File: config.mk
export PLATFORM = sky130hd
export DESIGN_NAME = adc_avg_sequencer_flat
export DESIGN_NICKNAME = d
export VERILOG_FILES = /design/src/rtl/adc_avg_if.sv /design/src/rtl/adc_avg_sequencer.sv /design/src/flat_wrapper.sv
export SDC_FILE = /design/constraint.sdc
export NUM_CORES = 1
export LEC_CHECK = 0
export BUFFER_PORTS_ARGS = -buffer_cell sky130_fd_sc_hd__buf_2
export CAP_MARGIN = 30
export CORE_UTILIZATION = 45
export DETAILED_ROUTE_END_ITERATION = 10
export PLACE_DENSITY = 0.73
export SLEW_MARGIN = 20
export SYNTH_ARGS = -nofsm -noshare
export SYNTH_HDL_FRONTEND = slang
export SYNTH_SLANG_ARGS = --single-unit
File: constraint.sdc
create_clock -name clk -period 2.8 [get_ports clk]
set_input_delay 0.7 -clock clk [delete_from_list [all_inputs] [get_ports clk]]
set_output_delay 0.7 -clock clk [all_outputs]
set_load 0.005 [all_outputs]
File: src/rtl/adc_avg_if.sv
// adc_avg_if: signal bundle between the averaging sequencer, the SAR ADC FSM
// control path and the downstream valid/ready consumer.
//   enable      : run conversions while high
//   st_conv     : start-conversion pulse to the ADC FSM
//   adc_done    : ADC FSM done level (rising edge = result valid)
//   result      : ADC FSM result, stable while adc_done is high
//   out_data    : averaged result
//   out_valid   : out_data valid, held until accepted
//   out_ready   : downstream accept
//   busy        : sequencer not idle
//   err_timeout : sticky conversion-timeout flag
// master = sequencer side, slave = environment (ADC FSM + consumer + control).
interface adc_avg_if #(
  parameter int DATA_W = 12
);
  logic              enable;
  logic              st_conv;
  logic              adc_done;
  logic [DATA_W-1:0] result;
  logic [DATA_W-1:0] out_data;
  logic              out_valid;
  logic              out_ready;
  logic              busy;
  logic              err_timeout;

  modport master (
    input  enable, adc_done, result, out_ready,
    output st_conv, out_data, out_valid, busy, err_timeout
  );

  modport slave (
    output enable, adc_done, result, out_ready,
    input  st_conv, out_data, out_valid, busy, err_timeout
  );
endinterface

File: src/rtl/adc_avg_sequencer.sv
// adc_avg_sequencer: paces st_conv pulses to the SAR ADC FSM, captures each
// result on the adc_done rising edge, accumulates 2**LOG2_AVG samples and
// presents the truncated mean on a valid/ready stream. A conversion that does
// not finish within TIMEOUT cycles sets a sticky error and is dropped.
// Ports:
//   clk : clock (shared with the ADC FSM control path)
//   rst : synchronous active-high reset
//   bus : adc_avg_if.master (enable, st_conv, adc_done, result, out_data,
//         out_valid, out_ready, busy, err_timeout)
module adc_avg_sequencer #(
  parameter int DATA_W      = 12,
  parameter int LOG2_AVG    = 2,
  parameter int CONV_PERIOD = 30,
  parameter int ST_PULSE    = 1,
  parameter int TIMEOUT     = 64
) (
  input  logic      clk,
  input  logic      rst,
  adc_avg_if.master bus
);

  localparam int NSAMP = 1 << LOG2_AVG;
  localparam int ACC_W = DATA_W + LOG2_AVG;
  localparam int SC_W  = LOG2_AVG + 1;
  localparam int CNT_W = $clog2(((TIMEOUT > ST_PULSE) ? TIMEOUT : ST_PULSE) + 1);
  localparam int PER_W = $clog2(CONV_PERIOD + 1);

  typedef enum logic [2:0] {S_IDLE, S_START, S_WAIT, S_ACCUM, S_HOLD, S_OUTPUT} state_e;

  state_e            state_q, state_d;
  logic [CNT_W-1:0]  cnt_q, cnt_d;     // st_conv pulse length, then WAIT timeout
  logic [PER_W-1:0]  per_q, per_d;     // cycles left until the next st_conv may rise
  logic [ACC_W-1:0]  acc_q, acc_d;
  logic [SC_W-1:0]   scnt_q, scnt_d;
  logic              done_q;
  logic              out_valid_q, out_valid_d;
  logic [DATA_W-1:0] out_data_q, out_data_d;
  logic              err_q, err_d;

  logic              done_rise;
  logic              per_done;
  logic [SC_W-1:0]   scnt_inc;

  assign done_rise = bus.adc_done & ~done_q;
  assign per_done  = (per_q == '0);
  assign scnt_inc  = scnt_q + SC_W'(1);

  always_comb begin
    state_d     = state_q;
    cnt_d       = cnt_q;
    per_d       = per_done ? per_q : per_q - PER_W'(1);
    acc_d       = acc_q;
    scnt_d      = scnt_q;
    out_valid_d = out_valid_q;
    out_data_d  = out_data_q;
    err_d       = err_q;
    case (state_q)
      S_IDLE: begin
        if (bus.enable) begin
          state_d = S_START;
          cnt_d   = '0;
          // Loaded one short: START itself is the first cycle of the period.
          per_d   = PER_W'(CONV_PERIOD - 1);
        end
      end
      S_START: begin
        if (cnt_q == CNT_W'(ST_PULSE - 1)) begin
          state_d = S_WAIT;
          cnt_d   = '0;
        end else begin
          cnt_d = cnt_q + CNT_W'(1);
        end
      end
      S_WAIT: begin
        if (done_rise) begin
          state_d = S_ACCUM;
          acc_d   = acc_q + ACC_W'(bus.result);
        end else if (cnt_q == CNT_W'(TIMEOUT - 1)) begin
          state_d = S_HOLD;
          err_d   = 1'b1;
        end else begin
          cnt_d = cnt_q + CNT_W'(1);
        end
      end
      S_ACCUM: begin
        if (scnt_inc == SC_W'(NSAMP)) begin
          out_data_d  = DATA_W'(acc_q >> LOG2_AVG);
          out_valid_d = 1'b1;
          acc_d       = '0;
          scnt_d      = '0;
          state_d     = S_OUTPUT;
        end else begin
          scnt_d  = scnt_inc;
          state_d = S_HOLD;
        end
      end
      S_HOLD: begin
        if (per_done) begin
          if (bus.enable) begin
            state_d = S_START;
            cnt_d   = '0;
            per_d   = PER_W'(CONV_PERIOD - 1);
          end else begin
            // Partial average is abandoned when sampling stops.
            acc_d   = '0;
            scnt_d  = '0;
            state_d = S_IDLE;
          end
        end
      end
      S_OUTPUT: begin
        if (bus.out_ready) begin
          out_valid_d = 1'b0;
          state_d     = S_HOLD;
        end
      end
      default: state_d = S_IDLE;
    endcase
  end

  always_ff @(posedge clk) begin
    if (rst) begin
      state_q     <= S_IDLE;
      cnt_q       <= '0;
      per_q       <= '0;
      acc_q       <= '0;
      scnt_q      <= '0;
      done_q      <= 1'b0;
      out_valid_q <= 1'b0;
      out_data_q  <= '0;
      err_q       <= 1'b0;
    end else begin
      state_q     <= state_d;
      cnt_q       <= cnt_d;
      per_q       <= per_d;
      acc_q       <= acc_d;
      scnt_q      <= scnt_d;
      done_q      <= bus.adc_done;
      out_valid_q <= out_valid_d;
      out_data_q  <= out_data_d;
      err_q       <= err_d;
    end
  end

  assign bus.st_conv     = (state_q == S_START);
  assign bus.busy        = (state_q != S_IDLE);
  assign bus.out_valid   = out_valid_q;
  assign bus.out_data    = out_data_q;
  assign bus.err_timeout = err_q;

endmodule
File: src/flat_wrapper.sv
// flat-port wrapper written by rule: the top's interface ports become plain ports
module adc_avg_sequencer_flat 
#(
  parameter int DATA_W      = 12,
  parameter int LOG2_AVG    = 2,
  parameter int CONV_PERIOD = 30,
  parameter int ST_PULSE    = 1,
  parameter int TIMEOUT     = 64
)
  (clk, rst, bus_enable, bus_adc_done, bus_result, bus_out_ready, bus_st_conv, bus_out_data, bus_out_valid, bus_busy, bus_err_timeout);
  adc_avg_if #(.DATA_W(DATA_W)) bus_i ();
  input  logic clk;
  input  logic rst;
  input wire logic [$bits(bus_i.enable)-1:0] bus_enable;
  input wire logic [$bits(bus_i.adc_done)-1:0] bus_adc_done;
  input wire logic [$bits(bus_i.result)-1:0] bus_result;
  input wire logic [$bits(bus_i.out_ready)-1:0] bus_out_ready;
  output wire logic [$bits(bus_i.st_conv)-1:0] bus_st_conv;
  output wire logic [$bits(bus_i.out_data)-1:0] bus_out_data;
  output wire logic [$bits(bus_i.out_valid)-1:0] bus_out_valid;
  output wire logic [$bits(bus_i.busy)-1:0] bus_busy;
  output wire logic [$bits(bus_i.err_timeout)-1:0] bus_err_timeout;
  assign bus_i.enable = bus_enable;
  assign bus_i.adc_done = bus_adc_done;
  assign bus_i.result = bus_result;
  assign bus_i.out_ready = bus_out_ready;
  assign bus_st_conv = bus_i.st_conv;
  assign bus_out_data = bus_i.out_data;
  assign bus_out_valid = bus_i.out_valid;
  assign bus_busy = bus_i.busy;
  assign bus_err_timeout = bus_i.err_timeout;
  adc_avg_sequencer #(.DATA_W(DATA_W), .LOG2_AVG(LOG2_AVG), .CONV_PERIOD(CONV_PERIOD), .ST_PULSE(ST_PULSE), .TIMEOUT(TIMEOUT)) u_core (.clk(clk), .rst(rst), .bus(bus_i));
endmodule
==> out/summary.txt <==
final hold vios: 0
RSZ-0062 raised after global routing: false
CP Launch Type: input port
num ports: 33
final hold slack: 0.458 ns
final cell count without fillers: 438
H-tree depth: 2
status: completed
clk_lat worst skew: 0.30 ns
initial DRC count: 60
CTS Buffer Depth: 2
Tot GR Track Use: 0.203
sequential area share after synthesis: 0.344
Worst-path clk slew: 0.10 ns
DRC Markers: 0
Max Cap Viol: 0
fin crit period: 2.41 ns
Synth Area in Compound Gates: 0.246
initial antenna violation count: 0
Critical R2R Capture: u_core.acc_q[12]$_SDFFE_PP0P_
Leak: 1.24 nW
CTS tree: done
setup ws final: 0.390 ns
number of global-route vias before repair: 2294
Netlist cell types: 62
async set-reset flop share out of synthesis: 0
# clock sinks: 47
postcts setup bufs: 0
routed wire length: 5.99 mm
root buffer cell: clkbuf_8
Fmax: 0.415 GHz
Power Total: 1.91 mW
Post-synth EDFFs: 0
routability cong.: 0.917
worst r2r path cells: 8
Post-Synth Adder-Cell Area: 0.0852
grt ovf: 0
CP max FO: 5
CP max-delay cell: fa_1
pin count of the biggest net entering global routing: 24
Mapped Cells: 333
HP Start: u_core.bus.out_data[0]$_SDFFE_PP0P_
Port Buffers: 32
post-synthesis cell area: 2730 sq um
Crit path arrival time: 2.64 ns
Layout Nets: 397
first-pass GRT wire length: 10.2 mm
Endpoint, Worst Hold: u_core.bus.out_data[0]$_SDFFE_PP0P_
post-DP HPWL: 4.43 mm
post-cts resize count: 0
Core Region: 5890 sq um
die area: 6390 sq um
Ant. Diodes: 0
CTS Buf Count: 5
antenna-violating nets left: 0
CTS hold repair buffers: 0
Critical R2R Launch: u_core.per_q[0]$_SDFF_PP0_
die height: 79.9 microns
mux cell area share after synthesis: 0.0110
max_slew headroom: 0.631
flop2flop setup slack: 0.40 ns
Pwr Density: 627 nW/um^2
Vias/cell: 5.63
setup violators final: 0
Starting Density: 0.464
Largest stage delay, worst path: 0.39 ns
post-synthesis xor/xnor area fraction: 0.0257
Avg Inst Size Synth: 8.20 sq um
Place WS: 0.0945 ns
Critical Path Sink Type: flop
#FFs+latches synth: 47
post-synthesis simple-gate area fraction: 0.251
required time of the critical path: 3.03 ns
Die X: 79.9 microns
std cell rows: 28
number of cells after detailed placement: 430
DR pass1 iterations: 4
Synth-to-Final Area Change: 11.8%
vias: 2468
TNS Setup: 0 ns
largest family of logic cells by synthesized area: simple AND/OR/NAND/NOR gates
CP cell instances: buf_2, ha_1, inv_1, fa_1, nor2b_1, o2111ai_1, a211o_1, a211oi_1, mux2i_1
Tcrit/Tclk final: 0.861
Filler Cell Count: 556
Fin Clk Skew: 0.0137 ns
Hold Path Cell Cnt: 2
worst vdd ir: 0.322 mV
DR WL/cell: 13.7 microns
syn nets: 368
ys flop type: dfxtp_1
Min-Delay Path Class: reg2reg
Tightest Pin Transition: 0.550 ns
number of synthesis warnings: 0
critical path type: in2reg
layout cells sized above 1: 0.165
Slew Viols, Final: 0
final cells by class:
type	instances	area [sq um]	share of cell area
multi-input cells	260	1690	0.553
flip-flops and latches	47	941	0.308
repair buffers	38	205	0.0672
well taps	75	93.8	0.0307
clock buffers	5	68.8	0.0225
inverters	10	37.5	0.0123
clock inverters	3	18.8	0.00615
power breakdown:
part / internal (mW) / total, mW / switching [mW]
combinational: 0.298 / 0.668 / 0.370
clock: 0.176 / 0.413 / 0.237
sequential: 0.737 / 0.833 / 0.0956
cell families (layout without fill, tap and decap cells):
logic type | Yosys count | after routing
AOI/OAI and AO/OA | 96 | 96
xor gates and xnor gates | 8 | 8
adders and majority gates | 18 | 18
buffers and inverters | 26 | 56
DFF | 47 | 47
muxes | 3 | 3
and+or+nand+nor | 135 | 135
cells in the final DEF (no fill, tap or decap), types with 5 or more instances in the layout:
| cell | netlist | final |
|---|---|---|
| clkbuf_8 | 0 | 5 |
| dfxtp_1 | 47 | 47 |
| nand3_1 | 7 | 7 |
| a21o_1 | 7 | 7 |
| o21ai_0 | 9 | 9 |
| nor2_1 | 28 | 28 |
| buf_4 | 0 | 6 |
| inv_1 | 10 | 10 |
| nor2b_1 | 5 | 5 |
| a21oi_1 | 34 | 34 |
| buf_2 | 3 | 32 |
| nor3_1 | 6 | 6 |
| a311oi_1 | 5 | 5 |
| nand2_1 | 50 | 50 |
| or3_1 | 5 | 5 |
| ha_1 | 17 | 17 |
how the worst max path moves through the flow:
stage | from | endpoint | slack (ns) | cells past startpoint
5_1_grt | u_core.per_q[0]$_SDFF_PP0_ | u_core.acc_q[12]$_SDFFE_PP0P_ | 0.24 | 8
6_report | bus_result[0] | u_core.acc_q[12]$_SDFFE_PP0P_ | 0.39 | 9
2_1_floorplan | bus_result[0] | u_core.acc_q[12]$_SDFFE_PP0P_ | 0.38 | 8
3_5_place_dp | bus_result[0] | u_core.acc_q[12]$_SDFFE_PP0P_ | 0.09 | 9
3_3_place_gp | bus_result[0] | u_core.acc_q[12]$_SDFFE_PP0P_ | 0.16 | 9
4_1_cts | u_core.per_q[0]$_SDFF_PP0_ | u_core.acc_q[12]$_SDFFE_PP0P_ | 0.40 | 8
through the flow:
step                       util  cell area, sq um
final                     0.519              3050
after global routing      0.519              3050
after CTS                 0.519              3050
after detailed placement  0.504              2970
after global placement    0.504              2970
after floorplan               -              2730
cells in the mapped netlist, drive strengths merged (2+ instances only):
master   instances  area, sq um
a2111oi          2         23.8
a211oi           5         42.5
a21o             8         67.6
a21oi           34          170
a22oi            2         15.0
a311oi           5         43.8
a31oi            3         18.8
a32oi            3         26.3
a41oi            3         26.3
and2             5         32.5
and3             4         26.3
buf              3         15.0
clkbuf          13         48.8
dfxtp           47          941
ha              17          213
inv             10         37.5
mux2i            3         30.0
nand2           50          188
nand2b           4         25.0
nand3            7         35.0
nand3b           3         22.5
nand4            2         12.5
nor2            29          111
nor2b            5         31.3
nor3             7         46.3
nor3b            4         30.0
o2111ai          2         17.5
o211ai           4         30.0
o21ai            9         45.0
o21bai           2         15.0
o31a             3         27.5
o31ai            2         15.0
or3              5         31.3
or3b             2         17.5
or4b             2         23.8
xnor2            4         35.0
xor2             4         35.0
sequential cells by signal, indices dropped and copies added, names as in the netlist:
register and flops:
u_core.bus.out_valid 1, u_core.acc_q 14, u_core.cnt_q 7, u_core.state_q 3
u_core.scnt_q 3, u_core.bus.out_data 12, u_core.per_q 5, u_core.bus.err_timeout 1
u_core.done_q 1
worst max-delay path, delay by kind of cell:
| kind | cells | cell delay [ns] |
|---|---|---|
| AO/OA/AOI/OAI | 3 | 0.83 |
| adder cells (fa/ha/maj) | 2 | 0.58 |
| buffers and inverters | 2 | 0.15 |
| multiplexers | 1 | 0.20 |
| AND/OR/NAND/NOR | 1 | 0.18 |
per-layer routing:
metal / share of wire / global-route usage / vias to the layer above
met4: 0.010 / 0.0643 / 0
met3: 0.046 / 0.0377 / 4
met1: 0.48 / 0.268 / 1141
li1: - / - / 1268
met2: 0.47 / 0.331 / 55
met5: 0 / 0 / -
Note: power is estimated with default switching activity, not from simulation.
